<file path="src/rtl/puf_auth_ctrl_if.sv">
// PUF-side bus of the authentication controller.
// Signals mirror the Ring_Oscillator_PUF port set:
//   puf_en       PUF enable
//   puf_rst      active-high PUF reset pulse
//   puf_chall    challenge presented to the PUF
//   puf_response PUF response
//   puf_ready    PUF response valid
// Modports:
//   master  controller side (drives en/rst/chall, reads response/ready)
//   slave   PUF side
interface puf_auth_ctrl_if;
    logic       puf_en;
    logic       puf_rst;
    logic [7:0] puf_chall;
    logic [7:0] puf_response;
    logic       puf_ready;

    modport master (
        output puf_en,
        output puf_rst,
        output puf_chall,
        input  puf_response,
        input  puf_ready
    );

    modport slave (
        input  puf_en,
        input  puf_rst,
        input  puf_chall,
        output puf_response,
        output puf_ready
    );
endinterface

</file>
<file path="src/rtl/puf_auth_ctrl.sv">
// Challenge-response controller for a ring-oscillator PUF.
// Enroll stores a challenge/response pair in an internal table; authenticate
// replays the stored challenge and grades the fresh response by Hamming
// distance against the enrolled one.
//
// Build option: define PUF_AUTH_VOTE_EN to run VOTES evaluations per
// operation and take the per-bit majority; otherwise one evaluation is used.
//
// Ports:
//   clk          system clock, rising edge
//   rst          asynchronous active-low reset
//   start        one-cycle request, sampled only in idle
//   enroll       1 = enroll, 0 = authenticate (sampled with start)
//   crp_idx      table entry (sampled with start)
//   chall_in     challenge for enroll (sampled with start)
//   puf          PUF bus (master modport)
//   busy         operation in progress
//   done         one-cycle completion pulse
//   pass         authentication result, held until next start
//   hd           Hamming distance 0..8, held until next start
//   timeout_err  PUF never became ready, held until next start
module puf_auth_ctrl #(
    parameter int unsigned NUM_CRP   = 8,
    parameter int unsigned TIMEOUT   = 64,
    parameter int unsigned HD_THRESH = 1,
    parameter int unsigned VOTES     = 3
) (
    input  logic                       clk,
    input  logic                       rst,
    input  logic                       start,
    input  logic                       enroll,
    input  logic [$clog2(NUM_CRP)-1:0] crp_idx,
    input  logic [7:0]                 chall_in,
    puf_auth_ctrl_if.master            puf,
    output logic                       busy,
    output logic                       done,
    output logic                       pass,
    output logic [3:0]                 hd,
    output logic                       timeout_err
);

    localparam int unsigned IdxW = $clog2(NUM_CRP);
    localparam int unsigned TmoW = (TIMEOUT > 1) ? $clog2(TIMEOUT) : 1;
    localparam logic [TmoW-1:0] TmoLast = TmoW'(TIMEOUT - 1);

    if ((VOTES % 2) == 0 || VOTES < 1) begin : g_bad_votes
        $error("VOTES must be odd and at least 1");
    end

    typedef enum logic [2:0] {
        StIdle,
        StLoad,
        StPrst,
        StEval,
        StCapture,
        StGrade,
        StFin
    } state_e;

    state_e state_q;

    logic            enroll_q;
    logic [IdxW-1:0] idx_q;
    logic [7:0]      chall_q;
    logic [TmoW-1:0] tmo_cnt_q;
    logic [NUM_CRP-1:0] valid_q;

    // Table contents carry no reset; only the valid bits matter after reset.
    logic [7:0] chall_tab [NUM_CRP];
    logic [7:0] resp_tab  [NUM_CRP];

    logic [7:0] result;
    logic       last_round;
    logic [3:0] auth_hd;

    function automatic logic [3:0] popcount8(input logic [7:0] v);
        logic [3:0] c;
        c = '0;
        for (int i = 0; i < 8; i++) begin
            c = c + {3'b000, v[i]};
        end
        return c;
    endfunction

`ifdef PUF_AUTH_VOTE_EN
    localparam int unsigned CntW = $clog2(VOTES + 1);
    localparam int unsigned RndW = (VOTES > 1) ? $clog2(VOTES) : 1;

    logic [CntW-1:0] vote_cnt_q [8];
    logic [RndW-1:0] round_q;

    // Bit is 1 when it was 1 in a strict majority of the rounds.
    always_comb begin
        result = '0;
        for (int b = 0; b < 8; b++) begin
            result[b] = (32'(vote_cnt_q[b]) > (VOTES / 2));
        end
    end

    assign last_round = (round_q == RndW'(VOTES - 1));
`else
    logic [7:0] cap_q;

    assign result     = cap_q;
    assign last_round = 1'b1;
`endif

    assign auth_hd = popcount8(result ^ resp_tab[idx_q]);

    // Table write happens in GRADE of an enroll; overwrites any old entry.
    always_ff @(posedge clk) begin
        if (state_q == StGrade && enroll_q) begin
            chall_tab[idx_q] <= chall_q;
            resp_tab[idx_q]  <= result;
        end
    end

    always_ff @(posedge clk or negedge rst) begin
        if (!rst) begin
            state_q       <= StIdle;
            enroll_q      <= 1'b0;
            idx_q         <= '0;
            chall_q       <= '0;
            tmo_cnt_q     <= '0;
            valid_q       <= '0;
            puf.puf_en    <= 1'b0;
            puf.puf_rst   <= 1'b0;
            puf.puf_chall <= '0;
            busy          <= 1'b0;
            done          <= 1'b0;
            pass          <= 1'b0;
            hd            <= '0;
            timeout_err   <= 1'b0;
`ifdef PUF_AUTH_VOTE_EN
            round_q       <= '0;
            for (int b = 0; b < 8; b++) begin
                vote_cnt_q[b] <= '0;
            end
`else
            cap_q         <= '0;
`endif
        end else begin
            unique case (state_q)
                StIdle: begin
                    done <= 1'b0;
                    if (start) begin
                        enroll_q <= enroll;
                        idx_q    <= crp_idx;
                        chall_q  <= chall_in;
                        busy     <= 1'b1;
                        state_q  <= StLoad;
                    end
                end

                StLoad: begin
                    pass        <= 1'b0;
                    hd          <= '0;
                    timeout_err <= 1'b0;
                    if (!enroll_q && !valid_q[idx_q]) begin
                        // Nothing enrolled here: fail without touching the PUF.
                        hd      <= 4'd8;
                        busy    <= 1'b0;
                        done    <= 1'b1;
                        state_q <= StFin;
                    end else begin
                        puf.puf_chall <= enroll_q ? chall_q : chall_tab[idx_q];
                        puf.puf_en    <= 1'b1;
                        puf.puf_rst   <= 1'b1;
`ifdef PUF_AUTH_VOTE_EN
                        round_q <= '0;
                        for (int b = 0; b < 8; b++) begin
                            vote_cnt_q[b] <= '0;
                        end
`endif
                        state_q <= StPrst;
                    end
                end

                StPrst: begin
                    puf.puf_rst <= 1'b0;
                    tmo_cnt_q   <= '0;
                    state_q     <= StEval;
                end

                StEval: begin
                    if (puf.puf_ready) begin
                        state_q <= StCapture;
                    end else if (tmo_cnt_q == TmoLast) begin
                        // A timeout in any round aborts the whole operation.
                        timeout_err <= 1'b1;
                        pass        <= 1'b0;
                        hd          <= '0;
                        puf.puf_en  <= 1'b0;
                        busy        <= 1'b0;
                        done        <= 1'b1;
                        state_q     <= StFin;
                    end else begin
                        tmo_cnt_q <= tmo_cnt_q + TmoW'(1);
                    end
                end

                StCapture: begin
`ifdef PUF_AUTH_VOTE_EN
                    for (int b = 0; b < 8; b++) begin
                        vote_cnt_q[b] <= vote_cnt_q[b] + CntW'(puf.puf_response[b]);
                    end
`else
                    cap_q <= puf.puf_response;
`endif
                    if (last_round) begin
                        puf.puf_en <= 1'b0;
                        state_q    <= StGrade;
                    end else begin
`ifdef PUF_AUTH_VOTE_EN
                        round_q <= round_q + RndW'(1);
`endif
                        puf.puf_rst <= 1'b1;
                        state_q     <= StPrst;
                    end
                end

                StGrade: begin
                    if (enroll_q) begin
                        valid_q[idx_q] <= 1'b1;
                        pass           <= 1'b1;
                        hd             <= '0;
                    end else begin
                        hd   <= auth_hd;
                        pass <= (32'(auth_hd) <= HD_THRESH);
                    end
                    busy    <= 1'b0;
                    done    <= 1'b1;
                    state_q <= StFin;
                end

                StFin: begin
                    done    <= 1'b0;
                    state_q <= StIdle;
                end

                default: state_q <= StIdle;
            endcase
        end
    end

endmodule

</file>
<file path="src/flat_wrapper.sv">
// flat-port wrapper written by rule: the top's interface ports become plain ports
module puf_auth_ctrl_flat 
#(
    parameter int unsigned NUM_CRP   = 8,
    parameter int unsigned TIMEOUT   = 64,
    parameter int unsigned HD_THRESH = 1,
    parameter int unsigned VOTES     = 3
)
  (clk, rst, start, enroll, crp_idx, chall_in, busy, done, pass, hd, timeout_err, puf_puf_en, puf_puf_rst, puf_puf_chall, puf_puf_response, puf_puf_ready);
  puf_auth_ctrl_if puf_i ();
  input  logic clk;
  input  logic rst;
  input  logic start;
  input  logic enroll;
  input  logic [$clog2(NUM_CRP)-1:0] crp_idx;
  input  logic [7:0] chall_in;
  output logic busy;
  output logic done;
  output logic pass;
  output logic [3:0] hd;
  output logic timeout_err;
  output wire logic [$bits(puf_i.puf_en)-1:0] puf_puf_en;
  output wire logic [$bits(puf_i.puf_rst)-1:0] puf_puf_rst;
  output wire logic [$bits(puf_i.puf_chall)-1:0] puf_puf_chall;
  input wire logic [$bits(puf_i.puf_response)-1:0] puf_puf_response;
  input wire logic [$bits(puf_i.puf_ready)-1:0] puf_puf_ready;
  assign puf_puf_en = puf_i.puf_en;
  assign puf_puf_rst = puf_i.puf_rst;
  assign puf_puf_chall = puf_i.puf_chall;
  assign puf_i.puf_response = puf_puf_response;
  assign puf_i.puf_ready = puf_puf_ready;
  puf_auth_ctrl #(.NUM_CRP(NUM_CRP), .TIMEOUT(TIMEOUT), .HD_THRESH(HD_THRESH), .VOTES(VOTES)) u_core (.clk(clk), .rst(rst), .start(start), .enroll(enroll), .crp_idx(crp_idx), .chall_in(chall_in), .puf(puf_i), .busy(busy), .done(done), .pass(pass), .hd(hd), .timeout_err(timeout_err));
endmodule
</file>
<file path="config.mk">
export PLATFORM = sky130hd
export DESIGN_NAME = puf_auth_ctrl_flat
export DESIGN_NICKNAME = d
export VERILOG_FILES = /design/src/rtl/puf_auth_ctrl_if.sv /design/src/rtl/puf_auth_ctrl.sv /design/src/flat_wrapper.sv
export SDC_FILE = /design/constraint.sdc
export NUM_CORES = 1
export LEC_CHECK = 0
export BUFFER_PORTS_ARGS = -buffer_cell sky130_fd_sc_hd__buf_2
export CAP_MARGIN = 25
export CORE_MARGIN = 5
export CORE_UTILIZATION = 60
export CTS_CLUSTER_SIZE = 25
export DETAILED_ROUTE_END_ITERATION = 8
export PLACE_DENSITY = 0.78
export SYNTH_ARGS = -nofsm -noshare
export SYNTH_HDL_FRONTEND = slang
export SYNTH_SLANG_ARGS = --single-unit
</file>
<file path="constraint.sdc">
create_clock -name clk -period 5.6 [get_ports clk]
set_input_delay 0.84 -clock clk [delete_from_list [all_inputs] [get_ports clk]]
set_output_delay 0.84 -clock clk [all_outputs]
set_load 0.03 [all_outputs]
</file>
==> key figures <==
Run status
  • Status: complete, no violations

Logic synthesis
  • Synthesized area divided by synthesized cell count: 15.44 sq um
  • Synthesized Nets: 525
  • EDFF count, synth: 128
  • Sequential-to-total area share from yosys stat: 68.56%
  • Largest family of logic cells by synthesized area: multiplexers
  • FF+latch count, synth: 183
  • Fraction of synthesis flops using an asynchronous set or reset pin: 30.05%
  • Synth Warn #: 0
  • Ys flop type: sky130_fd_sc_hd__edfxtp_1
  • Count of different cell masters after synthesis: 58
  • Cells after synthesis: 493
  • Compound-gate portion of the synthesized area: 9.926%
  • Parity-gate share of the synthesized area counting xor and xnor cells: 1.265%
  • Portion of netlist area occupied by mux cells: 10.25%
  • Simple-gate share of the synthesized area: 5.801%
  • Adder-cell area share of the yosys netlist: 1.709%
  • Cell Area, Synth: 7614 sq um

Clock tree
  • Resized Gates After CTS: 0
  • Number of buffers inserted by post-CTS setup repair: 0
  • CTS tree: done
  • Clock-pin slew of the registers on the worst-case setup and hold paths: 0.07 ns
  • Clock tree sinks: 183
  • Maximum root-to-sink buffer count: 2
  • Hold bufs inserted after CTS: 0
  • Master cell of the clock root buffer: sky130_fd_sc_hd__clkbuf_16
  • Clock buffers created by TritonCTS: 17
  • Maximum level of the CTS H-tree: 4
  • Skew-Pair Late Insertion Delay: 0.43 ns

Detailed routing
  • Iteration-0 DRC Markers: 459
  • Final ANT Viol Nets: 0
  • Vias per cell: 6.124
  • Residual DRC count: 0
  • Iteration count of the initial detailed-routing pass: 5
  • Mean routed wirelength per cell: 22.14 um
  • Post-detailed-routing wire length: 16050 um
  • Via count: 4440

Layout
  • Layout Cell Area excl Fill: 8586 sq um
  • Total Nets Final: 572
  • Diodes inserted: 0
  • Most used cells in the layout excluding fill and tap cells: sky130_fd_sc_hd__edfxtp_1, sky130_fd_sc_hd__dfrtp_1, sky130_fd_sc_hd__buf_2
  • Syn-to-layout area delta: 12.77%
  • Most common cell after layout, fill and taps aside: sky130_fd_sc_hd__edfxtp_1
  • Final core utilization: 68.59%
  • Fraction of layout cells with a size suffix above 1: 26.94%
  • Post-route insts no fill: 725

Global routing
  • Global Route Usage Sum: 23.04%
  • Remaining Overflow, GRT: 0
  • Wire length of the first global-routing pass: 25400 um
  • Antenna violations before repair: 0
  • Via count of the first global-routing pass: 4486
  • Largest net degree at the start of global routing: 56

Critical path
  • Worst Path Arrival: 5.08 ns
  • Highest net fanout along the worst path: 34
  • Worst reg-to-reg path cell count: 14
  • Kind of end point of the critical path: register
  • Reg2reg setup slack: 0.87 ns
  • Launching element of the worst setup path: u_core.idx_q[2]
  • Nature of the critical path startpoint: register
  • Critical path data required time: 5.95 ns
  • Startpoint of the most critical register-to-register path: u_core.idx_q[2]
  • Critical R2R Capture: u_core.pass
  • Critical path class: register to register

Place
  • GP Congestion: 0.9297
  • Buffers on Ports: 41
  • HPWL after detailed placement: 10150 um
  • Number of instances in the placed design: 693
  • Placed inst area: 8021 sq um

Floorplanning
  • Initial core utilization: 60.83%
  • Core Region: 12520 sq um
  • Area of the die: 15040 sq um
  • Row cnt: 41
  • Total I/O pin count: 42
  • Horizontal die dimension: 122.6 um
  • Y dimension of the die: 122.6 um

Power
  • Net switching fraction of the power: 37.70%
  • Internal power: 3.313 mW
  • PwrDens: 619.4 nW/um^2
  • Clk network pwr share: 21.2%
  • Static Leakage: 3.262 nW
  • Overall power after layout: 5.318 mW
  • Total net switching power: 2.005 mW
  • Logic gate share of total power: 38.5%
  • Relative contribution of sequential cells to total power: 40.3%
  • Largest vdd supply drop: 0.4407 mV

Timing
  • Setup repair after global routing missed its margin: false
  • # setup viols final: 0
  • Shortest clock period the worst path allows after layout: 4.726 ns
  • Part of the cycle the worst path needs: 84.39%
  • Final Skew: 0.007325 ns
  • Max-Slew Margin vs Limit: 33.87%
  • Pins over their slew limit: 0
  • Final hold violation count: 0
  • Highest clock rate: 211.6 MHz
  • Sum of negative setup slack: 0 ns
  • Worst-Margin Slew: 0.9888 ns

Hold path
  • Worst Hold Class: register to register
  • Min-Delay Path Depth: 1
  • Worst Hold Path EP: u_core.valid_q[0]
  • Beginning of the worst hold path: u_core.valid_q[0]

Run
  • Max-cap violations: 0
==> flip-flops by register name, indices dropped and copies added, names as in the netlist <==
signal / flops
u_core.idx_q: 3
u_core.timeout_err: 1
u_core.puf.puf_rst: 1
u_core.valid_q: 8
u_core.chall_q: 8
u_core.tmo_cnt_q: 6
u_core.pass: 1
u_core.resp_tab: 64
u_core.hd: 4
u_core.enroll_q: 1
u_core.done: 1
u_core.state_q: 3
u_core.cap_q: 8
u_core.puf.puf_en: 1
u_core.chall_tab: 64
u_core.busy: 1
u_core.puf.puf_chall: 8
==> per-stage QoR <==
step | hold slack, ns | setup WS [ns]
final | 0.4685 | 0.8744
after global routing | 0.4830 | 0.6203
after CTS | 0.4672 | 0.9216
after detailed placement | 0.4512 | 0.9371
after global placement | 0.4446 | 1.084
after floorplan | 0.4306 | 1.481
==> power by group through the flow <==
stage / registers, mW / logic, mW / clock network, mW
floorplan: 2.06 / 1.59 / 0
global placement: 2.14 / 1.94 / 0
detailed placement: 2.17 / 2.03 / 0
CTS: 2.14 / 2.05 / 1.14
global route: 2.19 / 2.32 / 1.20
finish: 2.14 / 2.05 / 1.13
==> cell families (layout without fill, tap and decap cells) <==
logic type / after synthesis / after routing
mux: 62 / 62
fa+ha+maj: 8 / 8
simple gates: 87 / 87
compound gates: 102 / 102
flops: 183 / 183
buf+inv: 40 / 100
xor+xnor: 11 / 11
==> worst max path at each step <==
stage,endpoint,slack (ns),cells after the start
detailed placement,u_core.pass,0.94,14
floorplan,u_core.pass,1.48,16
CTS,u_core.pass,0.92,14
global placement,u_core.pass,1.08,14
finish,u_core.pass,0.87,14
global route,u_core.pass,0.62,14
==> layer usage <==
layer / GRT usage, % / vias up / wire, um
li1: - / 1996 / -
met1: 30.90 / 2242 / 6661
met2: 37.41 / 174 / 7988
met3: 5.392 / 28 / 1071
met4: 7.978 / 0 / 331
met5: 0 / - / 0
==> synth_stat cells, types with 4 or more instances <==
cell | number | area (sq um)
sky130_fd_sc_hd__a22oi_1 | 6 | 45.04
sky130_fd_sc_hd__a21o_1 | 4 | 30.03
sky130_fd_sc_hd__mux2i_1 | 18 | 180.2
sky130_fd_sc_hd__a22o_1 | 10 | 87.58
sky130_fd_sc_hd__xnor2_1 | 6 | 52.55
sky130_fd_sc_hd__edfxtp_1 | 128 | 3844
sky130_fd_sc_hd__inv_1 | 13 | 48.80
sky130_fd_sc_hd__nand2_1 | 21 | 78.83
sky130_fd_sc_hd__ha_1 | 4 | 50.05
sky130_fd_sc_hd__mux4_2 | 8 | 180.2
sky130_fd_sc_hd__fa_1 | 4 | 80.08
sky130_fd_sc_hd__mux2_4 | 4 | 60.06
sky130_fd_sc_hd__clkbuf_1 | 8 | 30.03
sky130_fd_sc_hd__xor2_1 | 5 | 43.79
sky130_fd_sc_hd__o2bb2ai_1 | 4 | 35.03
sky130_fd_sc_hd__a31oi_1 | 6 | 37.54
sky130_fd_sc_hd__nor2b_1 | 8 | 50.05
sky130_fd_sc_hd__a221oi_1 | 17 | 148.9
sky130_fd_sc_hd__nor2_1 | 24 | 90.09
sky130_fd_sc_hd__o22ai_1 | 6 | 37.54
sky130_fd_sc_hd__o21ai_0 | 15 | 75.07
sky130_fd_sc_hd__buf_2 | 10 | 50.05
sky130_fd_sc_hd__nor3_1 | 6 | 30.03
sky130_fd_sc_hd__a21oi_1 | 13 | 65.06
sky130_fd_sc_hd__mux2_2 | 32 | 360.4
sky130_fd_sc_hd__or2_2 | 10 | 62.56
sky130_fd_sc_hd__dfrtp_1 | 55 | 1376
==> worst max-delay path, cell delays in order (launching register included) <==
cell                        delay (ns)
sky130_fd_sc_hd__dfrtp_2          0.87
sky130_fd_sc_hd__nor2_1           0.34
sky130_fd_sc_hd__a221oi_1         0.41
sky130_fd_sc_hd__o22ai_1          0.14
sky130_fd_sc_hd__xor2_1           0.16
sky130_fd_sc_hd__ha_1             0.29
sky130_fd_sc_hd__inv_1            0.06
sky130_fd_sc_hd__fa_1             0.51
sky130_fd_sc_hd__fa_1             0.52
sky130_fd_sc_hd__fa_1             0.46
sky130_fd_sc_hd__inv_1            0.08
sky130_fd_sc_hd__fa_1             0.42
sky130_fd_sc_hd__nor2_1           0.12
sky130_fd_sc_hd__a21oi_1          0.08
sky130_fd_sc_hd__o2bb2ai_1        0.17
==> layout make-up <==
class	instances	area, sq um
clock buffer	18	439.2
multi-input combinational	270	2230
tap	172	215.2
timing repair buffer	54	302.8
fill	888	3931
clock inverter	14	125.1
sequential	183	5221
inverter	14	52.55
No activity file was read; power rests on OpenSTA's default activity.
